**src/rtl/moore_sequence_generator_pkg.sv**
```systemverilog
// Shared definitions for the Moore sequence generator and its detector:
// FSM state encoding, default pattern width and the detector's target pattern.
package seq_pkg;

  typedef enum logic [1:0] {
    IDLE  = 2'd0,
    SHIFT = 2'd1,
    GAP   = 2'd2,
    DONE  = 2'd3
  } seq_state_e;

  localparam int SEQ_PAT_W = 4;

  // Pattern the downstream Moore detector looks for; both sides share it.
  localparam logic [3:0] SEQ_TARGET_PATTERN = 4'b1011;

endpackage : seq_pkg

```
**src/rtl/moore_sequence_generator_if.sv**
```systemverilog
// Request/serial-output bundle of the sequence generator. The master side
// issues transmissions; the slave side (the generator) drives the stream.
interface moore_sequence_generator_if #(
  parameter int PAT_W = seq_pkg::SEQ_PAT_W,
  parameter int CNT_W = 4,
  parameter int GAP_W = 4
);

  logic             start;
  logic [PAT_W-1:0] pattern;
  logic [CNT_W-1:0] repeat_cnt;
  logic [GAP_W-1:0] gap;
  logic             abort;
  logic             sequence_out;
  logic             valid_out;
  logic             busy;
  logic             done;

  modport master (
    output start, pattern, repeat_cnt, gap, abort,
    input  sequence_out, valid_out, busy, done
  );

  modport slave (
    input  start, pattern, repeat_cnt, gap, abort,
    output sequence_out, valid_out, busy, done
  );

endinterface : moore_sequence_generator_if

```
**src/rtl/moore_sequence_generator_piso_shift_reg.sv**
```systemverilog
// Parallel-in, serial-out shift register. Load has priority over shift;
// the serial output is the MSB, so data leaves MSB first.
module piso_shift_reg #(
  parameter int W = 4
) (
  input  logic         clk,
  input  logic         rst_n,
  input  logic         load_i,
  input  logic         shift_i,
  input  logic [W-1:0] data_i,
  output logic         msb_o
);

  logic [W-1:0] sr_q;

  // Shift register: parallel load or shift left, zero-filling the LSB.
  // NOTE: sequential state uses non-blocking (<=) so every register samples
  // pre-edge values regardless of the order the simulator evaluates blocks.
  always_ff @(posedge clk or negedge rst_n) begin
    if (!rst_n) begin
      sr_q <= '0;
    end else if (load_i) begin
      sr_q <= data_i;
    end else if (shift_i) begin
      sr_q <= {sr_q[W-2:0], 1'b0};
    end
  end

  assign msb_o = sr_q[W-1];

endmodule : piso_shift_reg

```
**src/rtl/moore_sequence_generator.sv**
```systemverilog
// Serial pattern transmitter feeding the Moore sequence detector. Captures a
// pattern on start and shifts it out MSB first, optionally repeating it with
// an idle gap between repetitions. Outputs decode registered state only.
module moore_sequence_generator
  import seq_pkg::*;
#(
  parameter int PAT_W = SEQ_PAT_W,
  parameter int CNT_W = 4,
  parameter int GAP_W = 4
) (
  input  logic                         clock,
  input  logic                         reset_n,
  moore_sequence_generator_if.slave    gen
);

  localparam int               BIT_W    = (PAT_W > 1) ? $clog2(PAT_W) : 1;
  localparam logic [BIT_W-1:0] BIT_LAST = BIT_W'(PAT_W - 1);

  seq_state_e       state_q,   state_d;
  logic [BIT_W-1:0] bit_cnt_q, bit_cnt_d;
  logic [CNT_W-1:0] rep_cnt_q, rep_cnt_d;
  logic [GAP_W-1:0] gap_cnt_q, gap_cnt_d;
  logic [PAT_W-1:0] pat_q,     pat_d;
  logic [GAP_W-1:0] gap_q,     gap_d;

  logic             sr_load;
  logic             sr_shift;
  logic [PAT_W-1:0] sr_data;
  logic             sr_msb;

  piso_shift_reg #(.W(PAT_W)) u_piso (
    .clk     (clock),
    .rst_n   (reset_n),
    .load_i  (sr_load),
    .shift_i (sr_shift),
    .data_i  (sr_data),
    .msb_o   (sr_msb)
  );

  // Next-state, counter and shift-register control decode.
  // NOTE: every variable gets a default before the case so no path leaves
  // one unassigned, which would otherwise infer a latch.
  always_comb begin
    state_d   = state_q;
    bit_cnt_d = bit_cnt_q;
    rep_cnt_d = rep_cnt_q;
    gap_cnt_d = gap_cnt_q;
    pat_d     = pat_q;
    gap_d     = gap_q;
    sr_load   = 1'b0;
    sr_shift  = 1'b0;
    sr_data   = pat_q;

    if (gen.abort && (state_q != IDLE)) begin
      // Cancel: drop back to IDLE with cleared counters and no done pulse.
      state_d   = IDLE;
      bit_cnt_d = '0;
      rep_cnt_d = '0;
      gap_cnt_d = '0;
    end else begin
      unique case (state_q)
        IDLE: begin
          if (gen.start && !gen.abort) begin
            pat_d     = gen.pattern;
            gap_d     = gen.gap;
            rep_cnt_d = gen.repeat_cnt;
            bit_cnt_d = BIT_LAST;
            sr_data   = gen.pattern;
            sr_load   = 1'b1;
            state_d   = SHIFT;
          end
        end

        SHIFT: begin
          if (bit_cnt_q != '0) begin
            sr_shift  = 1'b1;
            bit_cnt_d = bit_cnt_q - 1'b1;
          end else if (rep_cnt_q != '0) begin
            if (gap_q == '0) begin
              // Back-to-back repetition: reload without a bubble.
              sr_load   = 1'b1;
              bit_cnt_d = BIT_LAST;
              rep_cnt_d = rep_cnt_q - 1'b1;
            end else begin
              gap_cnt_d = gap_q - 1'b1;
              state_d   = GAP;
            end
          end else begin
            state_d = DONE;
          end
        end

        GAP: begin
          if (gap_cnt_q == '0) begin
            sr_load   = 1'b1;
            bit_cnt_d = BIT_LAST;
            rep_cnt_d = rep_cnt_q - 1'b1;
            state_d   = SHIFT;
          end else begin
            gap_cnt_d = gap_cnt_q - 1'b1;
          end
        end

        DONE: begin
          state_d = IDLE;
        end

        default: begin
          state_d = IDLE;
        end
      endcase
    end
  end

  // State, counter and capture registers; reset discards any capture.
  always_ff @(posedge clock or negedge reset_n) begin
    if (!reset_n) begin
      state_q   <= IDLE;
      bit_cnt_q <= '0;
      rep_cnt_q <= '0;
      gap_cnt_q <= '0;
      pat_q     <= '0;
      gap_q     <= '0;
    end else begin
      state_q   <= state_d;
      bit_cnt_q <= bit_cnt_d;
      rep_cnt_q <= rep_cnt_d;
      gap_cnt_q <= gap_cnt_d;
      pat_q     <= pat_d;
      gap_q     <= gap_d;
    end
  end

  // Moore output decode: registered state and shift register only.
  assign gen.sequence_out = (state_q == SHIFT) & sr_msb;
  assign gen.valid_out    = (state_q == SHIFT);
  assign gen.busy         = (state_q == SHIFT) | (state_q == GAP);
  assign gen.done         = (state_q == DONE);

endmodule : moore_sequence_generator

```
**src/flat_wrapper.sv**
```systemverilog
// flat-port wrapper written by rule: the top's interface ports become plain ports
module moore_sequence_generator_flat import seq_pkg::*;
#(
  parameter int PAT_W = SEQ_PAT_W,
  parameter int CNT_W = 4,
  parameter int GAP_W = 4
)
  (clock, reset_n, gen_start, gen_pattern, gen_repeat_cnt, gen_gap, gen_abort, gen_sequence_out, gen_valid_out, gen_busy, gen_done);
  moore_sequence_generator_if #(.PAT_W(PAT_W), .CNT_W(CNT_W), .GAP_W(GAP_W)) gen_i ();
  input  logic clock;
  input  logic reset_n;
  input wire logic [$bits(gen_i.start)-1:0] gen_start;
  input wire logic [$bits(gen_i.pattern)-1:0] gen_pattern;
  input wire logic [$bits(gen_i.repeat_cnt)-1:0] gen_repeat_cnt;
  input wire logic [$bits(gen_i.gap)-1:0] gen_gap;
  input wire logic [$bits(gen_i.abort)-1:0] gen_abort;
  output wire logic [$bits(gen_i.sequence_out)-1:0] gen_sequence_out;
  output wire logic [$bits(gen_i.valid_out)-1:0] gen_valid_out;
  output wire logic [$bits(gen_i.busy)-1:0] gen_busy;
  output wire logic [$bits(gen_i.done)-1:0] gen_done;
  assign gen_i.start = gen_start;
  assign gen_i.pattern = gen_pattern;
  assign gen_i.repeat_cnt = gen_repeat_cnt;
  assign gen_i.gap = gen_gap;
  assign gen_i.abort = gen_abort;
  assign gen_sequence_out = gen_i.sequence_out;
  assign gen_valid_out = gen_i.valid_out;
  assign gen_busy = gen_i.busy;
  assign gen_done = gen_i.done;
  moore_sequence_generator #(.PAT_W(PAT_W), .CNT_W(CNT_W), .GAP_W(GAP_W)) u_core (.clock(clock), .reset_n(reset_n), .gen(gen_i));
endmodule
```
**config.mk**
```make
export PLATFORM = sky130hd
export DESIGN_NAME = moore_sequence_generator_flat
export DESIGN_NICKNAME = d
export VERILOG_FILES = /design/src/rtl/moore_sequence_generator_pkg.sv /design/src/rtl/moore_sequence_generator_if.sv /design/src/rtl/moore_sequence_generator_piso_shift_reg.sv /design/src/rtl/moore_sequence_generator.sv /design/src/flat_wrapper.sv
export SDC_FILE = /design/constraint.sdc
export NUM_CORES = 1
export LEC_CHECK = 0
export ABC_AREA = 1
export CORE_MARGIN = 2
export CORE_UTILIZATION = 50
export DETAILED_ROUTE_END_ITERATION = 10
export PLACE_DENSITY = 0.73
export SKIP_CTS_REPAIR_TIMING = 1
export SYNTH_ARGS = -nofsm -noshare
export SYNTH_HDL_FRONTEND = slang
export SYNTH_SLANG_ARGS = --single-unit
export TNS_END_PERCENT = 10
```
**constraint.sdc**
```tcl
create_clock -name clock -period 1.5 [get_ports clock]
set_clock_uncertainty 0.05 [all_clocks]
set_input_delay 0.375 -clock clock [delete_from_list [all_inputs] [get_ports clock]]
set_output_delay 0.375 -clock clock [all_outputs]
set_load 0.05 [all_outputs]
```
Word-level counts from Yosys, hierarchy flattened
Cells that the tools add are included.
{"block": "word_totals", "output_inout_bits": 4, "in_bits": 16, "wordCells": 86, "reg_bits": 24}
{"block": "classes", "reduce_logical": 17, "n_bitwise": 3, "eq_ne": 13, "n_addsub": 4, "mux": 42}
{"op": "two-way mux 4 bit", "count": 16}
{"op": "two-way mux 2 bit", "count": 12}
{"op": "inequality test 3 x 1 -> 1 bit (second input constant)", "count": 4}
{"op": "one-hot mux 4 bit (3 select lines)", "count": 1}
{"op": "subtractor 4 x 1 -> 4 bit (second input constant)", "count": 3}
{"op": "AND reduction 5 bit", "count": 2}
{"op": "two-way mux 1 bit", "count": 9}
{"op": "inequality test 3 x 2 -> 1 bit (second input constant)", "count": 3}
{"op": "logical NOT 4 bit", "count": 2}
{"op": "inequality test 4 x 1 -> 1 bit (second input constant)", "count": 2}
{"op": "one-hot mux 2 bit (4 select lines)", "count": 1}
{"op": "one-hot mux 4 bit (2 select lines)", "count": 1}
{"op": "nonzero test 4 bit", "count": 2}
{"op": "one-hot mux 2 bit (3 select lines)", "count": 1}
{"op": "AND reduction 6 bit", "count": 1}
{"op": "nonzero test 2 bit", "count": 3}
{"op": "equality test 2 bit (second input constant)", "count": 2}
{"op": "inequality test 4 x 3 -> 1 bit (second input constant)", "count": 1}
{"op": "AND reduction 4 bit", "count": 1}
{"op": "one-hot mux 1 bit (3 select lines)", "count": 1}
{"op": "AND reduction 3 bit", "count": 1}
{"op": "nonzero test 3 bit", "count": 1}
{"op": "equality test 2 x 1 -> 1 bit (second input constant)", "count": 1}
{"op": "logical AND 1 bit", "count": 2}
{"op": "other kinds (6)", "count": 6}

Depth between registers and ports, before layout
{"block": "depth", "word_depth": 7, "ltp_mapped": 11, "depth_no_buf": 10}

Modules after synthesis
Synthesis repeated with hierarchy kept, for this count alone.
{"block": "unflattened", "hier_cells": 202, "hier_area_um2": 1550.2}
{"module": "moore_sequence_generator", "seq_area_each_um2": 500.5, "cells_per_inst": 181, "area_each_um2": 1376.3, "n_inst": 1}
{"module": "piso_shift_reg", "seq_area_each_um2": 100.1, "cells_per_inst": 21, "area_each_um2": 173.9, "n_inst": 1}

Worst setup path before layout
OpenSTA, ideal clock, no wires.
{"block": "synth_path", "kind": "register to register", "from": "register u_core.state_q[1]", "to": "register u_core.state_q[0]", "arrival_ns": 1.805, "slack_ns": -0.478, "required_time_ns": 1.327, "path_stages_with_launch": 11, "path_buffers": 1, "synth_period_minus_slack_ns": 1.978, "setup_ns": 0.123, "cell_sequence": "dfrtp_1 -> inv_1 -> ha_1 -> buf_4 -> inv_1 -> nor2_4 -> inv_1 -> nor2_1 -> nor2_1 -> nand2_1 -> nand2_1"}
{"block": "synth_between", "word_cells_on_any_way": 13, "cone_classes": "7 x eq/ne; 2 x mux; 4 x reduce/logical"}
{"element": "start: declaration", "line_no": "moore_sequence_generator.sv:19", "rtl": "seq_state_e state_q, state_d;"}
{"element": "start signal: assignment", "line_no": "moore_sequence_generator.sv:125", "rtl": "state_q <= state_d;"}
{"element": "equality test 2 x 1 -> 1 bit (*)"}
{"element": "named net gen_valid_out", "line_no": "flat_wrapper.sv:18", "rtl": "output wire logic [$bits(gen_i.valid_out)-1:0] gen_valid_out;"}
{"element": "inequality test 4 x 3 -> 1 bit (no source line), or another cell as far along"}
{"element": "AND reduction 4 bit (no source line) / two-way mux 2 bit (equally long branches)"}
Mark *: on every way through the listed nets, which the timed path passes. The rest lies on a longest branch.
A chain may end at the register's enable or synchronous reset.

Final worst setup path
{"block": "layout_path", "from": "register u_core.state_q[1]", "to": "output gen_busy"}
{"block": "layout_between", "elab_chain_cells": 2, "word_cells_on_any_way": 3, "cone_classes": "2 x eq/ne; 1 x bitwise"}
{"element": "equality test 2 x 1 -> 1 bit / equality test 2 bit (equally long branches)", "line_no": "moore_sequence_generator.sv:137", "rtl": "assign gen.busy = (state_q == SHIFT) | (state_q == GAP);"}
{"element": "bitwise OR 1 bit (*)", "line_no": "moore_sequence_generator.sv:137"}
{"element": "end: declaration", "line_no": "flat_wrapper.sv:19", "rtl": "output wire logic [$bits(gen_i.busy)-1:0] gen_busy;"}
Every way passes the cells marked *; elsewhere a longest branch is shown, timed or not.

==> summary.md <==
The number of max-capacitance violations reported is 0. The run finished, with violations left. The first global-routing pass estimated 6380 um of wire.

The cell count after synthesis is 238, and the maximum count of clock buffers along a single path is 2. The number of distinct library cell variants in the gate-level netlist after synthesis is 24, and the summed instance area of the synthesized netlist is 1640 um2. At the placement stage, the worst setup path has a slack of -441 ps. In this run, CTS created clock tree buffers numbering 3. Port buffering added 19 buffers.

The min-delay analysis places its worst path in the category in2async. In the layout the commonest cells are nand2_1, inv_1, buf_4, nand3_1, dfrtp_1. The number of max-slew violations in the final report was 0. The final layout contains routed wiring with a total length of 3970 um. The commonest non-fill, non-tap cell in the layout was nand2_1. The final critical path takes up 124% of the cycle. Counting both buffers and inverters, the worst setup path holds a total of 4.

The cell repeated most along the worst path was buf_12. The share of total power dissipated in sequential elements is 20.7%. The tools report the first-pass iteration count of the detailed router as 6.

The deepest level of the CTS H-tree is 1, and the fraction of layout cells with a size suffix above 1 is 26.3%. For this run, the number of Yosys warnings is 0. Summed over its instances, the top area cell type makes up 36.7% of the synthesized netlist area. Ranked by total cell area, the synthesized netlist is headed by dfrtp_1, nand2_1, inv_1.

The number of global-route vias before repair is 1492. Cell type group with the largest total delay on the critical path: flip-flops. The async set-reset flop share out of synthesis is 100%. STA classifies the critical path endpoint as an output pin. The run gives 318 as the post-layout net count. Setup repair after global routing could not meet its margin everywhere.

From bottom edge to top edge, the die measures 61.2 um. A synthesized cell averages 6.87 um2. The clock transition at the registers of the reported paths works out to 140 ps. The count of standard-cell rows is 20, and the clock sink total is 24. For the leakage power summed over all cells, the log shows 1.26 nW. For the pin count of the biggest net entering global routing, the log shows 25.

The mean routed wirelength per cell is 11.8 um, and the transition at the pin with the smallest max-transition slack is 267 ps. For this run, design rule violations remaining after detail routing come to 0. The worst path setup slack after routing was -357 ps; the number of vias per cell after detailed routing was 4.93. The number of flops mapped to enable cells by yosys was 0; the number of nets produced by synthesis was 262. For this design the ratio of total power to cell area is 2360 nW/um2.

The number of antenna violations at the first check in global routing came out at 0. The combinational share of power is 70.8%, and the highest clock rate is 0.538 GHz. For the worst setup path, the data required time is 1070 ps. The net switching share of the total power is 45.1%. For the summed area of non-filler cells in the final layout, the log shows 2370 um2.

The number of synthesized register bits was 24. The power spent charging and discharging nets is 0.00252 W, and the area inside the core boundary is 3080 um2. STA classifies the critical path startpoint as a register. The run gives 0.00308 W as the internal power consumption.

The buffer cell driving the clock tree root is clkbuf_4. For this block, the initial DRC count from the detailed router was 76. The final route contains 1661 vias. The die is 61.2 um wide. The post-detailed-route count of antenna-violating nets was 0.

The logs give 22.5% for the overall global routing resource usage and 0 for the final-report hold violation count. For the area of placed instances, the log shows 2190 um2. Setup violations remaining at the end of the flow were counted as 20. The checks that failed: setup timing. Pin placement for this block handled 20 I/O pins. Relative to the synthesized area, the layout overhead comes to 44.8%. At the worst endpoint, the arrival time is 1430 ps. The signal on the critical path passes through inv_2 -> buf_6 -> ha_4 -> buf_12 -> buf_12.

The largest vdd supply drop is 2080 uV, and the maximum single-stage delay on the critical path is 430 ps. Dominant cell type by area after synthesis: dfrtp_1. The slowest cell on the critical path is dfrtp_1. The design draws 0.00560 W.

The final cell utilization of the core is 77.0%. The critical path is of the reg2out type. For this configuration, the core starts out at a cell density of 53.1%. The die covers 3740 um2.

The global route total overflow came out at 0. At the end of routability-driven placement, the weighted congestion stood at 0.836. The worst pin sits at a relative slew slack of 82.1%.

The HPWL after detailed placement is 2930 um. The clock period minus final worst setup slack came out at 1860 ps. The maximum fanout encountered on the critical timing path was 3. The power share of the clock group came out at 8.5%.

TritonCTS built the clock tree. The final antenna diode count was 0. The summed negative setup slack over all endpoints came out at -4400 ps. The most common flop cell mapped by yosys was dfrtp_1.

The sequential fraction of the synthesis area is 36.7%. The logs give -270 ps for the setup slack on the worst flop-to-flop path and 320 ps for the insertion delay of the later-clocked pin in the worst-skew pair.
per-stage QoR:
stage | hold slack, ps | instances
floorplan | 29.4 | 238
global placement | 405 | 327
detailed placement | 412 | 327
CTS | 342 | 331
global route | 324 | 337
finish | 335 | 337
final timing paths:
kind / from / end / cells after the start
worst min register to register: u_core.pat_q[0] / u_core.pat_q[0] / 2
min in group clock: u_core.pat_q[0] / u_core.pat_q[0] / 2
max in group asynchronous: reset_n / u_core.state_q[0] / 2
worst max-delay path: u_core.state_q[1] / gen_busy / 5
worst max register to register: u_core.state_q[1] / u_core.rep_cnt_q[0] / 10
worst min-delay path: reset_n / u_core.state_q[0] / 2
cell usage after synthesis, types with 2 or more instances:
library cell / count
nand2_1: 75
nand3_1: 29
dfrtp_1: 24
inv_1: 42
o21ai_0: 11
ha_1: 8
a31oi_1: 2
a21oi_1: 10
nor2_4: 2
nor2_1: 14
buf_4: 2
buf_2: 2
nor2_2: 3
nand2_2: 4
per-layer routing:
layer  global-route usage, %  vias to the layer above  wire length [um]
met2                    38.0                       44              1970
met1                    30.9                      761              1770
met4                    5.59                        0                67
met5                       0                        -                 0
li1                        -                      848                 -
met3                    2.73                        8               153
layout make-up:
class                           count  area [um2]
Fill cell                         248         709
Tap cell                           44        55.1
Clock buffer                        3        22.5
Multi-Input combinational cell    167         932
Timing Repair Buffer               55         562
Clock inverter                      1        30.0
Inverter                           43         165
Sequential cell                    24         602
worst reg2reg max path: stages (launching register included):
cell and delay [ps]:
dfrtp_1 430, inv_2 70, buf_6 120, ha_4 280, buf_4 130, inv_2 40
nand3_2 80, nand2_1 50, nand3b_1 250, nand2_1 120, nand2_1 60
power groups by stage:
stage | Sequential, W | Combinational (W) | Clock (W)
2_1_floorplan | 0.00112 | 0.00232 | 0
3_5_place_dp | 0.00116 | 0.00360 | 0
5_1_grt | 0.00120 | 0.00440 | 0.000514
6_report | 0.00116 | 0.00396 | 0.000477
3_3_place_gp | 0.00116 | 0.00352 | 0
4_1_cts | 0.00115 | 0.00361 | 0.000482
logic make-up (layout without fill, tap and decap cells):
| logic type | after synthesis | after routing | share of synthesized area, % |
|---|---|---|---|
| AND/OR/NAND/NOR | 131 | 131 | 36.1 |
| buffers and inverters | 47 | 102 | 11.4 |
| AO/OA/AOI/OAI | 27 | 27 | 9.11 |
| flip-flops | 24 | 24 | 36.7 |
| adder cells (fa/ha/maj) | 8 | 8 | 6.12 |
| XOR/XNOR | 1 | 1 | 0.536 |
sequential cells by signal (all words and copies together), names as in the netlist:
name and flops:
u_core.gap_q 4, u_core.gap_cnt_q 4, u_core.pat_q 4, u_core.state_q 2, u_core.rep_cnt_q 4, u_core.bit_cnt_q 2
u_core.u_piso.sr_q 4
(Power assumes the default switching activity.)
